$ cat src/rtl/utils.sv
// Shared constants, parser state type and ASCII hex decoding for the
// serial input loader.
package utils;

    localparam int         DEPTH_DEF  = 460;
    localparam logic [7:0] ASCII_BANG = 8'h21;
    localparam logic [7:0] ASCII_CR   = 8'h0D;
    localparam logic [7:0] ASCII_LF   = 8'h0A;

    typedef enum logic [1:0] {
        IDLE,
        HI,
        LO
    } parse_state_e;

    // Returns {valid, nibble} for '0'-'9', 'A'-'F', 'a'-'f'.
    function automatic logic [4:0] hex_decode(input logic [7:0] c);
        logic [4:0] r;
        r = 5'd0;
        if (c >= 8'h30 && c <= 8'h39) begin
            r = {1'b1, c[3:0]};
        end else if ((c >= 8'h41 && c <= 8'h46) ||
                     (c >= 8'h61 && c <= 8'h66)) begin
            r = {1'b1, c[3:0] + 4'd9};
        end
        return r;
    endfunction

endpackage

$ cat src/rtl/uart_rx.sv
// 8N1 UART receiver: two-flop synchroniser, mid-bit sampling, one-cycle
// byte strobe on a good stop bit and a frame_err strobe on a bad one.
module uart_rx #(
    parameter int CLKS_PER_BIT = 234
) (
    input  logic       clk,
    input  logic       reset,
    input  logic       rx,
    output logic [7:0] data,
    output logic       data_valid,
    output logic       frame_err
);

    localparam int             CW        = $clog2(CLKS_PER_BIT + 1);
    localparam logic [CW-1:0]  LAST      = CW'(CLKS_PER_BIT - 1);
    localparam logic [CW-1:0]  HALF_LAST = CW'(CLKS_PER_BIT / 2 - 1);

    typedef enum logic [1:0] {
        RX_IDLE,
        RX_START,
        RX_DATA,
        RX_STOP
    } rx_state_e;

    rx_state_e     state_q, state_d;
    logic          meta_q, sync_q, prev_q;
    logic [CW-1:0] cnt_q, cnt_d;
    logic [2:0]    idx_q, idx_d;
    logic [7:0]    shift_q, shift_d;
    logic [7:0]    data_q, data_d;
    logic          valid_q, valid_d;
    logic          ferr_q, ferr_d;

    always_ff @(posedge clk) begin
        if (reset) begin
            meta_q  <= 1'b1;
            sync_q  <= 1'b1;
            prev_q  <= 1'b1;
            state_q <= RX_IDLE;
            cnt_q   <= '0;
            idx_q   <= '0;
            shift_q <= '0;
            data_q  <= '0;
            valid_q <= 1'b0;
            ferr_q  <= 1'b0;
        end else begin
            meta_q  <= rx;
            sync_q  <= meta_q;
            prev_q  <= sync_q;
            state_q <= state_d;
            cnt_q   <= cnt_d;
            idx_q   <= idx_d;
            shift_q <= shift_d;
            data_q  <= data_d;
            valid_q <= valid_d;
            ferr_q  <= ferr_d;
        end
    end

    always_comb begin
        state_d = state_q;
        cnt_d   = cnt_q;
        idx_d   = idx_q;
        shift_d = shift_q;
        data_d  = data_q;
        valid_d = 1'b0;
        ferr_d  = 1'b0;
        unique case (state_q)
            RX_IDLE: begin
                cnt_d = '0;
                idx_d = '0;
                if (prev_q && !sync_q) begin
                    state_d = RX_START;
                end
            end
            RX_START: begin
                if (cnt_q == HALF_LAST) begin
                    cnt_d   = '0;
                    state_d = sync_q ? RX_IDLE : RX_DATA;
                end else begin
                    cnt_d = cnt_q + 1'b1;
                end
            end
            RX_DATA: begin
                if (cnt_q == LAST) begin
                    cnt_d   = '0;
                    shift_d = {sync_q, shift_q[7:1]};
                    idx_d   = idx_q + 3'd1;
                    if (idx_q == 3'd7) begin
                        state_d = RX_STOP;
                    end
                end else begin
                    cnt_d = cnt_q + 1'b1;
                end
            end
            RX_STOP: begin
                if (cnt_q == LAST) begin
                    cnt_d   = '0;
                    state_d = RX_IDLE;
                    if (sync_q) begin
                        valid_d = 1'b1;
                        data_d  = shift_q;
                    end else begin
                        ferr_d = 1'b1;
                    end
                end else begin
                    cnt_d = cnt_q + 1'b1;
                end
            end
            default: state_d = RX_IDLE;
        endcase
    end

    assign data       = data_q;
    assign data_valid = valid_q;
    assign frame_err  = ferr_q;

endmodule

$ cat src/rtl/input_loader.sv
// Loads button frames sent as ASCII hex pairs over UART into a playback
// memory with a synchronous read port.
module input_loader
    import utils::*;
#(
    parameter int CLKS_PER_BIT = 234,
    parameter int DEPTH        = DEPTH_DEF
) (
    input  logic       clk,
    input  logic       reset,
    input  logic       uart_rx,
    input  logic [8:0] rd_addr,
    output logic [5:0] rd_data,
    output logic       load_done,
    output logic [8:0] frame_count,
    output logic       err
);

    localparam int         AW      = $clog2(DEPTH);
    localparam logic [8:0] DEPTH_W = 9'(DEPTH);

    logic [7:0]   rx_data;
    logic         rx_valid;
    logic         rx_ferr;
    logic [4:0]   hex;

    parse_state_e state_q, state_d;
    logic [8:0]   count_q, count_d;
    logic         done_q, done_d;
    logic         err_q, err_d;
    logic [1:0]   hi_q, hi_d;
    logic [5:0]   rd_data_q;
    logic         we;
    logic [5:0]   wdata;

    logic [5:0]   mem [DEPTH];

    uart_rx #(
        .CLKS_PER_BIT(CLKS_PER_BIT)
    ) u_rx (
        .clk       (clk),
        .reset     (reset),
        .rx        (uart_rx),
        .data      (rx_data),
        .data_valid(rx_valid),
        .frame_err (rx_ferr)
    );

    assign hex = hex_decode(rx_data);

    always_ff @(posedge clk) begin
        if (reset) begin
            state_q <= IDLE;
            count_q <= '0;
            done_q  <= 1'b0;
            err_q   <= 1'b0;
            hi_q    <= '0;
        end else begin
            state_q <= state_d;
            count_q <= count_d;
            done_q  <= done_d;
            err_q   <= err_d;
            hi_q    <= hi_d;
        end
    end

    // The write pointer and frame_count are the same register: it only
    // advances on a stored frame, so it saturates at DEPTH.
    always_comb begin
        state_d = state_q;
        count_d = count_q;
        done_d  = done_q;
        err_d   = err_q | rx_ferr;
        hi_d    = hi_q;
        we      = 1'b0;
        wdata   = {hi_q, hex[3:0]};
        if (rx_valid) begin
            if (rx_data == ASCII_BANG) begin
                count_d = '0;
                done_d  = 1'b0;
                err_d   = 1'b0;
                state_d = HI;
            end else begin
                unique case (state_q)
                    IDLE: begin
                    end
                    HI: begin
                        unique case (1'b1)
                            (rx_data[7:2] == 6'b001100): begin
                                hi_d    = rx_data[1:0];
                                state_d = LO;
                            end
                            (rx_data == ASCII_LF): begin
                                done_d  = 1'b1;
                                state_d = IDLE;
                            end
                            (rx_data == ASCII_CR): begin
                            end
                            default: err_d = 1'b1;
                        endcase
                    end
                    LO: begin
                        unique case (1'b1)
                            hex[4]: begin
                                state_d = HI;
                                if (count_q < DEPTH_W) begin
                                    we      = 1'b1;
                                    count_d = count_q + 9'd1;
                                end else begin
                                    err_d = 1'b1;
                                end
                            end
                            (rx_data == ASCII_CR): begin
                            end
                            (rx_data == ASCII_LF): begin
                                err_d   = 1'b1;
                                done_d  = 1'b1;
                                state_d = IDLE;
                            end
                            default: begin
                                err_d   = 1'b1;
                                state_d = HI;
                            end
                        endcase
                    end
                    default: state_d = IDLE;
                endcase
            end
        end
    end

    always_ff @(posedge clk) begin
        if (we) begin
            mem[count_q[AW-1:0]] <= wdata;
        end
    end

    always_ff @(posedge clk) begin
        if (reset) begin
            rd_data_q <= '0;
        end else if (rd_addr < DEPTH_W) begin
            rd_data_q <= mem[rd_addr[AW-1:0]];
        end else begin
            rd_data_q <= '0;
        end
    end

    assign rd_data     = rd_data_q;
    assign load_done   = done_q;
    assign frame_count = count_q;
    assign err         = err_q;

endmodule

$ cat config.mk
export PLATFORM = sky130hd
export DESIGN_NAME = input_loader
export DESIGN_NICKNAME = d
export VERILOG_FILES = /design/src/rtl/utils.sv /design/src/rtl/uart_rx.sv /design/src/rtl/input_loader.sv
export SDC_FILE = /design/constraint.sdc
export NUM_CORES = 2
export LEC_CHECK = 0
export ABC_AREA = 1
export ABC_CLOCK_PERIOD_IN_PS = 22000
export CAP_MARGIN = 20
export CORE_AREA = 2 2 687 347
export DETAILED_ROUTE_END_ITERATION = 8
export DIE_AREA = 0 0 689 349
export PLACE_DENSITY_LB_ADDON = 0.15
export SETUP_SLACK_MARGIN = 0.02
export SKIP_LAST_GASP = 1
export SYNTH_ARGS = -nofsm -noshare
export SYNTH_HDL_FRONTEND = slang
export SYNTH_SLANG_ARGS = --single-unit
$ cat constraint.sdc
create_clock -name clk -period 22 [get_ports clk]
set_clock_uncertainty 0.2 [all_clocks]
set_input_delay 5.5 -clock clk [delete_from_list [all_inputs] [get_ports clk]]
set_output_delay 5.5 -clock clk [all_outputs]
set_load 0.1 [all_outputs]
==> flow_summary.ini <==
[drt]
first_pass_iters = 6
route.detailed.drc = 0
vias_per_cell = 5.86
drtIter0Drc = 12100
ant_nets = 0
wl_per_cell_um = 25.7
wirelength_mm = 347
num_vias = 79200

[power]
p_total_mw = 10.6
pwr-share-comb_pct = 5.1
internal_power_mw = 8.18
ir_worst_vdd_uv = 75.4
switching_share_pct = 22.5
switchingPower_mw = 2.38
power_frac_seq_pct = 54.9
p_per_area_nw_per_um2 = 83.4
p_leak_nw = 39.7
p_clk_share_pct = 40.1

[synthesis]
synth_compound_area_share_pct = 6.87
synth_nets = 10400
ys_seq_area_share_pct = 71.8
syn_area_um2 = 117000
synth_edf_count = 2760
ys_top_cells_by_area = edfxtp_1 (71%), nor2_1 (7.4%), nand2_1 (6.2%)
synth_flop_cell = edfxtp_1
synthAdderAreaFrac_pct = 0.171
async_flop_share_pct = 0
ys_warn_count = 0
yosys.area_share.simple_pct = 16.8
synth_top_family_by_area = simple AND/OR/NAND/NOR gates
syn_avg_cell_area_um2 = 11.2
synth-xor-area-share_pct = 0.0300
synthMuxAreaShare_pct = 0
synthTopCellsByCount = edfxtp_1 (2760), nor2_1 (2300), nand2_1 (1937), o21ai_0 (974), nand3_1 (669)
synth_top_area_share_pct = 70.9
synth_seq_cells = 2815
yosysTopAreaCell = edfxtp_1
synthCells = 10400
ys_types = 38
yosys.cell_count.top_type = edfxtp_1

[setup_path]
path_delay_family = buffers and inverters
worstPathCellList = buf_8 > buf_4 > buf_4 > buf_4 > buf_4 > nor2_1 > nor2_1 > o21ai_1 > o211ai_1 > nand3_1 > nand2_1 > nand3_1 > nand2_1 > nor2_1 > nand2_1 > nand2_1 > nand2_1 > nand2_1 > inv_1
cp_slowest_stage_delay_ns = 0.90
critPathCaptureType = register
crit_type = input port to register
required_ns = 22.65
critPathSlowestCell = buf_4
reg2reg_to = mem[437][2]
cp_max_fo = 94
r2r-start = u_rx.data[0]
ff2ff_path_depth = 11
r2r_slack_ns = 16.42
cp_common_cell = nand2_1
cp-start-kind = input port
crit_buf_inv = 6
arrival_ns = 11.20

[min_path]
hp-start = u_rx.meta_q
min_path_type = register to register
hold-path-endpoint = u_rx.sync_q
whs_path_depth = 1

[sta]
whs_ns = 0.218
setup_tns_ns = 0
relSlewSlack_pct = 18.1
rsz0062_at_grt = false
finalCritPeriodShare_pct = 48.0
finalSetupViolCount = 0
worst_slew_pin_slew_ns = 1.22
period_minus_slack_ns = 10.55
fmax_ghz = 0.0948
finalHoldViolations = 0
maxSlewViolCount = 0
layout_setup_ws_ns = 11.45

[clock_network]
cts-root-buf = clkbuf_16
hold_buffers = 0
htree_levels = 4
cts_buffer_depth = 4
cts_made_buffers = 245
ctsResizeCount = 0
post_cts_buffers = 0
cts.sinks = 2815
cts_tree = done
clk_pin_slew_ns = 0.07
clk_latency_ns = 0.91

[placement]
place.gp.congestion = 0.905
hpwl_mm = 200
post-place-ws_ns = 10.71
io_buffers = 28
dpl_cell_area_um2 = 119000
dp.cells = 13100

[floorplanning]
die_width_um = 689
start_util_pct = 49.8
rows = 126
die_h_um = 349
die_area_um2 = 240000
ios = 29
core_um2 = 235000

[final_layout]
area_growth_pct = 8.31
nNetsFinal = 10200
fin_util_pct = 54.0
fin_area_um2 = 127000
final_layout_size_suffix_gt1_share_pct = 5.06
fin_cells = 13500

[grt]
overflow = 0
grt.total_usage_pct = 28.4
grt_start_max_net_pins = 212
antenna_found_initial = 7
grt_pass1_vias = 72900
grt_pass1_wl_mm = 505

[run_status]
status = finished clean

[flow_run]
max_cap_violations = 0
==> routing by layer <==
metal	vias to the layer above	track usage (%)	wire [µm]
li1	35300	-	-
met1	39100	45.6	156000
met2	4361	37.2	136000
met3	458	9.16	47100
met4	6	5.97	7550
met5	-	0	46
==> layout make-up <==
type	instances	area, µm²
Clock inverter	128	1020
Timing Repair Buffer	164	1390
Inverter	467	1800
Sequential cell	2815	84000
Antenna cell	6	15.0
Fill cell	20000	108000
Multi-Input combinational cell	6483	28000
Clock buffer	310	6510
Tap cell	3136	3920
==> kinds of logic after synthesis <==
kind of cell | count (synthesis)
compound gates | 1496
fa+ha+maj | 16
xor+xnor | 4
simple gates | 4967
buf+inv | 1117
flops | 2815
==> power groups by stage <==
stage                     Clock, mW  Sequential [mW]  Combinational (mW)
after CTS                      4.26             5.80               0.521
after global placement            0             5.91               0.518
after global routing           4.46             5.79               0.580
after floorplan                   0             5.92               0.332
final                          4.23             5.80               0.538
after detailed placement          0             5.91               0.519
==> worst max path at each step <==
stage / start / to / depth (start not counted)
after floorplan: u_rx.data[0] / mem[0][2] / 7
after global placement: rd_addr[0] / rd_data[0] / 19
after detailed placement: rd_addr[0] / rd_data[0] / 19
after CTS: rd_addr[0] / rd_data[0] / 19
after global routing: rd_addr[0] / rd_data[1] / 17
final: rd_addr[0] / rd_data[0] / 19
==> worst reg2reg max path, stage by stage (launching register included) <==
cell and delay (ns):
dfxtp_1 0.48, inv_1 0.18, ha_1 0.25, a31oi_1 0.17, nand3_1 0.30, nand2_1 0.23, o21ai_0 0.17, a21oi_4 0.13
buf_4 0.64, buf_4 0.83, buf_4 0.82, buf_4 0.81
==> state kept, by name (all words and copies together), names as in the netlist, named ones only <==
signal,flops
u_rx.meta_q,1
u_rx.state_q,1
u_rx.frame_err,1
err,1
mem,2760
u_rx.data,8
u_rx.data_valid,1
state_q,2
rd_data,6
u_rx.sync_q,1
u_rx.cnt_q,8
u_rx.prev_q,1
u_rx.idx_q,3
u_rx.shift_q,8
load_done,1
frame_count,9
hi_q,2
==> placed cells by master (no fill, tap or decap), types with 56 or more instances in the layout <==
cell / Yosys / layout
clkbuf_1: 207 / 56
nor2_1: 2300 / 2297
o211ai_1: 167 / 167
nand3_1: 669 / 668
o22ai_1: 60 / 59
edfxtp_1: 2760 / 2760
a21oi_1: 155 / 154
clkbuf_16: 0 / 249
o21ai_0: 974 / 972
o21ai_1: 119 / 119
inv_1: 438 / 436
nand2_1: 1937 / 1935
buf_4: 73 / 134
clkinv_1: 24 / 76
(Power assumes the default switching activity.)
